===== src/rtl/reg_xfer_ctrl.sv =====
// Purpose : register-transfer sequencer driving a 4x8 register file (LOAD/MOV/ADD/INC per start pulse).
// Latency : accept edge to DONE entry is 2 (LOAD), 3 (MOV, INC) or 4 (ADD) clock edges; done pulses 1 cycle.
// Backpr. : start is only sampled in IDLE; requests arriving while busy are dropped, never queued.
// Ports   : clk/rst_n; start, op, rd_sel, rs_sel, imm request; x_in read-back from the register file;
//           wr, rd, ra, data_out register-file controls; busy, done, carry status.
module reg_xfer_ctrl #(
    parameter int DW = 8,
    parameter int AW = 2
) (
    input  logic          clk,
    input  logic          rst_n,
    input  logic          start,
    input  logic [1:0]    op,
    input  logic [AW-1:0] rd_sel,
    input  logic [AW-1:0] rs_sel,
    input  logic [DW-1:0] imm,
    input  logic [DW-1:0] x_in,
    output logic          wr,
    output logic          rd,
    output logic [AW-1:0] ra,
    output logic [DW-1:0] data_out,
    output logic          busy,
    output logic          done,
    output logic          carry
);

    localparam logic [1:0] OP_LOAD = 2'b00;
    localparam logic [1:0] OP_MOV  = 2'b01;
    localparam logic [1:0] OP_ADD  = 2'b10;
    localparam logic [1:0] OP_INC  = 2'b11;

    typedef enum logic [2:0] {
        IDLE = 3'd0,
        RDS  = 3'd1,
        RDD  = 3'd2,
        WR   = 3'd3,
        DONE = 3'd4
    } state_t;

    state_t        state;
    logic [1:0]    op_q;
    logic [AW-1:0] rd_q;
    logic [DW-1:0] opa;

    // The destination operand is consumed straight from x_in on the edge that
    // leaves RDD, so the sum is ready as data_out on entry to WR.
    logic [DW:0] sum;
    always_comb begin
        sum = '0;
        if (op_q == OP_ADD) begin
            sum = {1'b0, x_in} + {1'b0, opa};
        end else begin
            sum = {1'b0, x_in} + {{DW{1'b0}}, 1'b1};
        end
    end

    always_ff @(posedge clk or negedge rst_n) begin
        if (!rst_n) begin
            state    <= IDLE;
            op_q     <= '0;
            rd_q     <= '0;
            opa      <= '0;
            wr       <= 1'b1;
            rd       <= 1'b0;
            ra       <= '0;
            data_out <= '0;
            busy     <= 1'b0;
            done     <= 1'b0;
            carry    <= 1'b0;
        end else begin
            case (state)
                IDLE: begin
                    done <= 1'b0;
                    wr   <= 1'b1;
                    rd   <= 1'b0;
                    if (start) begin
                        op_q <= op;
                        rd_q <= rd_sel;
                        busy <= 1'b1;
                        case (op)
                            OP_LOAD: begin
                                state    <= WR;
                                ra       <= rd_sel;
                                data_out <= imm;
                                wr       <= 1'b0;
                                rd       <= 1'b1;
                            end
                            OP_INC: begin
                                state <= RDD;
                                ra    <= rd_sel;
                            end
                            default: begin
                                state <= RDS;
                                ra    <= rs_sel;
                            end
                        endcase
                    end else begin
                        busy <= 1'b0;
                        ra   <= '0;
                    end
                end
                RDS: begin
                    opa <= x_in;
                    ra  <= rd_q;
                    if (op_q == OP_MOV) begin
                        state    <= WR;
                        data_out <= x_in;
                        wr       <= 1'b0;
                        rd       <= 1'b1;
                    end else begin
                        state <= RDD;
                    end
                end
                RDD: begin
                    state    <= WR;
                    ra       <= rd_q;
                    data_out <= sum[DW-1:0];
                    carry    <= sum[DW];
                    wr       <= 1'b0;
                    rd       <= 1'b1;
                end
                WR: begin
                    state <= DONE;
                    wr    <= 1'b1;
                    rd    <= 1'b0;
                    done  <= 1'b1;
                end
                DONE: begin
                    state <= IDLE;
                    done  <= 1'b0;
                    busy  <= 1'b0;
                    ra    <= '0;
                end
                default: begin
                    state <= IDLE;
                    wr    <= 1'b1;
                    rd    <= 1'b0;
                    busy  <= 1'b0;
                    done  <= 1'b0;
                    ra    <= '0;
                end
            endcase
        end
    end

endmodule


===== config.mk =====
export PLATFORM = sky130hd
export DESIGN_NAME = reg_xfer_ctrl
export DESIGN_NICKNAME = d
export VERILOG_FILES = /design/src/rtl/reg_xfer_ctrl.sv
export SDC_FILE = /design/constraint.sdc
export NUM_CORES = 1
export LEC_CHECK = 0
export ABC_CLOCK_PERIOD_IN_PS = 2400
export CAP_MARGIN = 20
export CORE_MARGIN = 5
export CORE_UTILIZATION = 30
export DETAILED_ROUTE_END_ITERATION = 10
export PLACE_DENSITY = 0.53
export SLEW_MARGIN = 20
export SYNTH_ARGS = -nofsm -noshare
export SYNTH_HDL_FRONTEND = slang
export SYNTH_SLANG_ARGS = --single-unit

===== constraint.sdc =====
create_clock -name clk -period 2.4 [get_ports clk]
set_input_delay 0.6 -clock clk [delete_from_list [all_inputs] [get_ports clk]]
set_output_delay 0.6 -clock clk [all_outputs]
set_load 0.01 [all_outputs]

======== Yosys cells after proc, flatten, opt, wreduce, memory -nomap -nowiden ========
Index checks and enable logic that the tools add are counted.
storage, ports and cells
  register bits after elaboration ......... 30
  latch bits .............................. 0
  RAM bits ................................ 0
  ROM bits ................................ 0
  bits of input ports ..................... 25
  output and inout port bits .............. 15
  word-level logic and storage cells ...... 56
  memories kept ........................... 0
operators by class
  add/subtract/negate cells ............... 2
  multiply operators ...................... 0
  divide/modulo/power cells ............... 0
  $lt $le $gt $ge ......................... 0
  equality and inequality tests ........... 10
  shifts and indexed selects .............. 0
  multiplexer cells ....................... 23
  bitwise operators ....................... 1
  reductions and logical operators ........ 9
operators by type and width
  cell                   count
  $mux W8                3
  $pmux W8 S3            1
  $pmux W3 S4            1
  $add A8 B1 Y9 const B  1
  $add A8 B8 Y9          1
  $mux W9                1
  $mux W1                8
  $pmux W1 S4            2
  $eq A3 B2 Y1 const B   2
  $pmux W2 S3            1
  $eq A2 B2 Y1 const B   2
  $mux W2                2
  $ne A2 B2 Y1 const B   2
  $pmux W1 S2            2
  $pmux W2 S2            1
  $reduce_and A2 Y1      2
  $reduce_and A4 Y1      1
  $reduce_or A2 Y1       2
  $eq A3 B1 Y1 const B   1
  $eq A3 B3 Y1 const B   1
  $logic_not A3 Y1       1
  $mux W3                1
  $reduce_bool A3 Y1     1
  $reduce_or A3 Y1       1
  other kinds (4)        4

======== Longest topological paths before layout ========
Gate-level depths: netlist of run 1.
  word-level depth ........................ 5
  gate-level depth with buffers ........... 10
  mapped depth without buffers ............ 10

======== Least setup slack after synthesis of run 1 ========
Ideal clock, no wire load.
  kind .................................... register to register
  start ................................... reg op_q[0]
  end ..................................... reg data_out[5]
  library setup time ...................... 121 ps
  data arrival time ....................... 2014 ps
  required time ........................... 2279 ps
  setup slack ............................. 265 ps
  cell stages (with the launch flop) ...... 10
  path buffers ............................ 0
  clock period less this slack ............ 2135 ps
  cell sequence ........................... dfrtp_1 -> nor2b_1 -> nand2_1 -> inv_1 -> ha_1 -> a211oi_1 -> nor2_1 -> o21ai_0 -> mux2_2 -> o22a_1
on the way
  longest elaborated chain between the ends .. 3
  elaborated cells between the ends (all ways) .. 6
  classes of those cells .................. eq/ne (3); mux (2); reduce/logical (1)
RTL lines
  item                                              RTL line  text
  start: declaration                                41        logic [1:0] op_q;
  start signal: assignment                          77        op_q <= op;
  $eq A2 B2 Y1 or $eq A2 B1 Y1 (tied branches)      50, 105
  $mux W9 or $ne A2 B2 Y1 (tied branches)           n/a
  $pmux W8 S3 or $reduce_and A4 Y1 (tied branches)  n/a
  end signal: assignment                            84        data_out <= imm;
  end signal: assignment                            107       data_out <= x_in;
  end signal: assignment                            117       data_out <= sum[DW-1:0];
  end: declaration                                  21        output logic [DW-1:0] data_out,
Parallel ways exist; a longest one is shown, timed or not.
A chain may end at the register's enable or synchronous reset.

======== Final worst setup path of run 1 ========
  start ................................... in x_in[1]
  end ..................................... reg data_out[5]
on the way
  longest elaborated chain between the ends .. 3
  elaborated cells between the ends (all ways) .. 4
  classes of those cells .................. add/sub (2); mux (2)
RTL lines
  item                                            RTL line  text
  start: declaration                              17        input logic [DW-1:0] x_in,
  $add A8 B1 Y9 or $add A8 B8 Y9 (tied branches)  53, 51
  $mux W9 *                                       50        if (op_q == OP_ADD) begin
  $pmux W8 S3 *                                   71        case (state)
Every way passes the cells marked *; elsewhere a longest branch is shown, timed or not.

==> results.yml, run 1 <==
routing:
  viasPerCell: 4.67
  finalWirelength_um: 4630
  final_antenna_net_count: 0
  firstDrtPassIters: 4
  vias: 1550
  routedWlPerCell_um: 13.9
  drc: 0
  drt_iter0_markers: 73
yosys:
  synth_area_mm2: 0.00192
  ys_warn_count: 0
  yosysMostFrequentCell: "dfrtp_1"
  synth_compound_gate_area_share: 0.185
  synth_top_area_share: 0.377
  yosysTopAreaCell: "dfrtp_1"
  synthesis.nets: 231
  ys_top_cells_by_count: "29 x dfrtp_1, 15 x mux2_2, 15 x nor2_1"
  synth_top_family_by_area: "compound AO/OA/AOI/OAI gates"
  syn_inst: 195
  async_flop_share: 1.00
  yosys.area_share.simple: 0.180
  synth.mux.area_fraction: 0.0982
  ys_seq_area_frac: 0.391
  synth_ff_type: "dfrtp_1"
  synth_fa_ha_area_frac: 0.0859
  post_synth.cell_area_avg_um2: 9.86
  ys_ff_latch: 30
  synthXorXnorAreaFrac: 0.00455
  synthTopCellsByArea: "dfrtp_1 38%, mux2_2 8.8%, ha_1 6.5%"
  synth_edf_count: 0
  ys_types: 46
clock_tree:
  cts.clk_slew.worst_paths_ps: 70
  numCtsBuffers: 5
  htree_levels: 2
  clock-root-buffer: "clkbuf_8"
  ctsLongestPathBuffers: 2
  clock-sinks: 30
  cts_tree: "done"
  worstSkewPairLatency_ps: 290
timing:
  finalMaxSlewViolations: 0
  fin_worst_skew_ps: 6.29
  final-setup-viol-count: 0
  setup-tns-final_ps: 0
  worst_pin_slew_ps: 571
  finalCritPeriodShare: 0.961
  finalWorstPathRequiredPeriod_ps: 2310
  fmax_mhz: 434
  setup_ws_ps: 94.5
  max_slew_margin: 0.619
  final_hold_viol_count: 0
  hold_slack_ps: 466
critical_path:
  r2r_slack_ps: 180
  crit_chain: "clkdlybuf4s50_1, ha_1, a211oi_1, nor2_1, o21ai_0, mux2_2, o22a_1"
  cp.arrival_ps: 2480
  critPathSlowestCell: "clkdlybuf4s50_1"
  endpoint_kind: "flip-flop"
  cp_top_family: "compound AO/OA/AOI/OAI gates"
  worstSetupStartpointType: "input pin"
  critPathBufInv: 1
  crit_required_ps: 2570
  slowest_delay_ps: 460
  worstPathMaxFanout: 3
  path_class: "in2reg"
cells_and_area:
  drive_above_1_share: 0.220
  nNetsFinal: 290
  diodes: 0
  final_cell_area_mm2: 0.00265
  multi_input_area_mm2: 0.00109
  nFillCells: 638
  seq_area_um2: 752
  finish.utilization: 0.422
  syn_to_final_growth_pct: 37.8
  layout.cells.non_filler: 332
pwr:
  p_total_mw: 3.35
  irDropWorstVdd_uv: 448
  power_density_mw_per_mm2: 1260
  leakage_nw: 1.16
outcome:
  status: "finished clean"
grt:
  antenna_found_initial: 0
  grt.busiest_layer: "met1"
  grt.met1_usage: 0.174
  use_met3: 0.0342
  grt_max_degree: 31
  track_usage: 0.120
  grt_first_pass_wirelength_um: 7940
  grt.overflow.total: 0
  grt_pass1_vias: 1566
  use_met2: 0.169
floorplanning:
  io_pins: 40
  start_util: 0.306
  dieArea_mm2: 0.00811
  die_x_um: 90.1
  die_h_um: 90.1
  coreArea_mm2: 0.00628
  rows: 29
placement:
  postPlaceCellArea_mm2: 0.00252
  place_inst: 324
  hpwlAfterDp_um: 3590
  gp_congestion: 0.808
  io_buffers: 39
  pre_cts_ws_ps: -255
hold_path:
  min_path_type: "reg2reg"
flow_run:
  drv_cap: 0
flip-flops by register name, indices dropped and copies added (netlist names):
signal    flops
ra            2
busy          1
rd            1
op_q          2
state         3
wr            1
opa           8
rd_q          2
data_out      8
carry         1
done          1
where the power goes:
part	internal (mW)	switching [mW]	total, mW
clock network	0.305	0.203	0.508
logic	0.991	0.871	1.86
registers	0.772	0.207	0.979
timing repair:
action | in CTS | in global routing
buffers inserted | 0 | 0
resized for setup | 0 | 6
setup endpoints to repair | 0 | 5
hold buffers | 0 | 0
placed cells by master, fill, tap and decap left out, types with 3 or more instances in the layout:
| cell | instances |
|---|---|
| a211oi_1 | 3 |
| a21oi_1 | 12 |
| a221oi_1 | 3 |
| a22o_1 | 4 |
| and2_1 | 7 |
| buf_4 | 23 |
| clkbuf_8 | 5 |
| clkdlybuf4s50_1 | 39 |
| dfrtp_1 | 29 |
| ha_1 | 9 |
| inv_1 | 11 |
| mux2_2 | 15 |
| nand2_1 | 9 |
| nand2b_1 | 10 |
| nor2_1 | 15 |
| nor3_1 | 6 |
| o21ai_0 | 10 |
| o22a_1 | 3 |
| o22ai_1 | 3 |
worst reg2reg max path, delay by kind of cell, from the launching register on:
family | cells | cell delay [ps]
compound gates | 3 | 570
flops | 1 | 380
buf+inv | 1 | 150
fa+ha+maj | 1 | 200
mux | 1 | 370
simple gates | 3 | 440
area by class of cell:
class,instances,area share
Clock inverter,3,0.0151
Inverter,11,0.0156
Timing Repair Buffer,62,0.212
Clock buffer,5,0.0260
Multi-Input combinational cell,144,0.411
Tap cell,77,0.0364
Sequential cell,30,0.284
final timing paths:
path	end	cells after the start	startpoint
setup / recovery	data_out[5]$_DFFE_PN0P_	7	x_in[1]
hold / removal	wr$_DFFE_PN1P_	2	wr$_DFFE_PN1P_
setup reg to reg	data_out[5]$_DFFE_PN0P_	9	op_q[1]$_DFFE_PN0P_
hold reg to reg	wr$_DFFE_PN1P_	2	wr$_DFFE_PN1P_
max in group asynchronous	wr$_DFFE_PN1P_	2	rst_n
min in group asynchronous	ra[1]$_DFFE_PN0N_	2	rst_n
metal layers:
layer	share of wire	vias up
li1	-	813
met1	0.51	701
met2	0.44	31
met3	0.039	5
met4	0.014	0
met5	0	-
cells by family (layout without fill, tap and decap cells):
logic type | after synthesis | after routing
multiplexers | 17 | 17
adder cells (fa/ha/maj) | 13 | 13
AND/OR/NAND/NOR | 60 | 60
flip-flops | 30 | 30
XOR/XNOR | 1 | 1
AO/OA/AOI/OAI | 53 | 53
buffers and inverters | 21 | 81
(Power assumes the default switching activity.)
==> run 2: changes to the inputs <==
Settings changed: CAP_MARGIN 20 to 5, SLEW_MARGIN 20 to 15.
==> results of run 2 <==
The final DEF is identical to that of run 1; final timing and power are the same.
==> run 3: changes to the inputs <==
Settings changed: CTS_BUF_LIST from default to sky130_fd_sc_hd__clkbuf_16, SETUP_SLACK_MARGIN from default to 0.3.
==> results.yml, run 3 (synthesis gave the netlist of run 1 again) <==
routing:
  final_antenna_net_count: 0
  routedWlPerCell_um: 14.2
  firstDrtPassIters: 4
  drc: 0
  viasPerCell: 4.72
  vias: 1581
  finalWirelength_um: 4760
  drt_iter0_markers: 71
pwr:
  power_density_mw_per_mm2: 1290
  intPower_mw: 2.27
  irDropWorstVdd_uv: 451
  seq_power_share: 0.270
  p_total_mw: 3.65
  comb_power_share: 0.567
  leakage_nw: 1.22
  p_clk_frac: 0.163
  p_switching_mw: 1.38
  switching_share: 0.378
grt:
  grt_first_pass_wirelength_um: 8080
  antenna_found_initial: 0
  grt.met1_usage: 0.168
  use_met3: 0.0292
  track_usage: 0.124
  use_met2: 0.184
  grt.busiest_layer: "met2"
  grt_max_degree: 31
  grt.overflow.total: 0
  grt_pass1_vias: 1602
floorplanning:
  io_pins: 40
  die_h_um: 90.1
  die_x_um: 90.1
  dieArea_mm2: 0.00811
  rows: 29
  coreArea_mm2: 0.00628
  start_util: 0.306
timing:
  hold_slack_ps: 469
  fin_worst_skew_ps: 5.04
  max_slew_margin: 0.641
  finalMaxSlewViolations: 0
  setup_ws_ps: 393
  finalCritPeriodShare: 0.836
  fmax_mhz: 498
  finalWorstPathRequiredPeriod_ps: 2010
  worst_pin_slew_ps: 539
  rsz0062_at_grt: "yes"
  final-setup-viol-count: 0
  final_hold_viol_count: 0
cells_and_area:
  syn_to_final_growth_pct: 47.4
  diodes: 0
  nNetsFinal: 293
  final_cell_mix: "36 x clkdlybuf4s50_1, 29 x dfrtp_1, 24 x buf_4"
  finish.utilization: 0.451
  top_regs: "data_out (8), opa (8), state (3)"
  nFillCells: 600
  drive_above_1_share: 0.306
  final_common_cell: "clkdlybuf4s50_1"
hold_path:
  min_path_type: "reg2reg"
critical_path:
  crit_top_cell: "o21ai_2"
  worstPathMaxFanout: 3
  slowest_delay_ps: 530
  crit_required_ps: 2560
  crit_chain: "clkdlybuf4s50_1, ha_4, o21ai_2, nor2_2, o21ai_2, mux2_4, o22a_1"
  path_class: "in2reg"
  critPathSlowestCell: "clkdlybuf4s50_1"
  endpoint_kind: "flip-flop"
  cp.arrival_ps: 2170
  worstSetupStartpointType: "input pin"
placement:
  hpwlAfterDp_um: 3620
  gp_congestion: 0.805
  io_buffers: 39
  pre_cts_ws_ps: -248
clock_tree:
  cts_tree: "done"
  clock-root-buffer: "clkbuf_16"
  ctsLongestPathBuffers: 2
  clock-sinks: 30
  numCtsBuffers: 5
  worstSkewPairLatency_ps: 280
  htree_levels: 2
  cts.clk_slew.worst_paths_ps: 50
flow_run:
  drv_cap: 0
outcome:
  status: "finished clean"
[run 3: cell types whose count changed in the layout (fill, tap and decap cells not counted), sizes merged]
cell / change
clkinvlp: +1
clkdlybuf4s50: -3
dlymetal6s2s: +1
dlygate4sd2: +2
buf: +3
bufinv: -1
[run 3: repair_timing]
item                                    CTS  global route
endpoints found under the setup margin    6             7
gates cloned                              0             0
pin swaps                                 3             8
setup buffers                             0             1
hold buffers                              0             0
gates resized for setup                  16            23
[run 3: metal layers]
layer / up-vias / part of all wire
met3: 6 / 0.045
li1: 822 / -
met5: - / 0
met1: 721 / 0.48
met4: 0 / 0.022
met2: 32 / 0.45
[run 3: final cells by class]
type,instances,area (um2),share of cell area
Sequential cell,30,752,0.265
Multi-Input combinational cell,144,1210,0.427
Clock buffer,5,125,0.0442
Inverter,11,41.3,0.0146
Tap cell,77,96.3,0.0340
Clock inverter,3,16.3,0.00574
Timing Repair Buffer,65,593,0.209
[run 3: power groups by stage]
| stage | logic, mW | registers [mW] | clock network [mW] |
|---|---|---|---|
| 2_1_floorplan | 1.30 | 0.940 | 0 |
| 3_3_place_gp | 1.87 | 0.984 | 0 |
| 3_5_place_dp | 1.86 | 0.992 | 0 |
| 4_1_cts | 1.94 | 0.984 | 0.616 |
| 5_1_grt | 2.30 | 1.03 | 0.640 |
| 6_report | 2.07 | 0.986 | 0.597 |
[run 3: worst max-delay path, delay by kind of cell]
family,cells,cell delay [ps]
multiplexers,1,320
AO/OA/AOI/OAI,3,420
buffers and inverters,1,530
adder cells (fa/ha/maj),1,220
AND/OR/NAND/NOR,1,80
[run 3: per-stage QoR]
stage               cells  TNS, ps  instance area (um2)
finish                335        0                 2830
floorplan             195        0                 1930
global placement      326    -1020                 2530
detailed placement    326    -1030                 2530
global route          335        0                 2830
CTS                   334        0                 2730
[run 3: worst paths after layout]
path / start / end / slack [ps] / depth (start not counted)
hold / removal: wr$_DFFE_PN1P_ / wr$_DFFE_PN1P_ / 470 / 2
max in group asynchronous: rst_n / wr$_DFFE_PN1P_ / 1360 / 2
min in group asynchronous: rst_n / rd_q[0]$_DFFE_PN0P_ / 710 / 2
hold reg to reg: wr$_DFFE_PN1P_ / wr$_DFFE_PN1P_ / 470 / 2
setup / recovery: x_in[2] / data_out[5]$_DFFE_PN0P_ / 390 / 7
setup reg to reg: op_q[1]$_DFFE_PN0P_ / data_out[5]$_DFFE_PN0P_ / 400 / 9
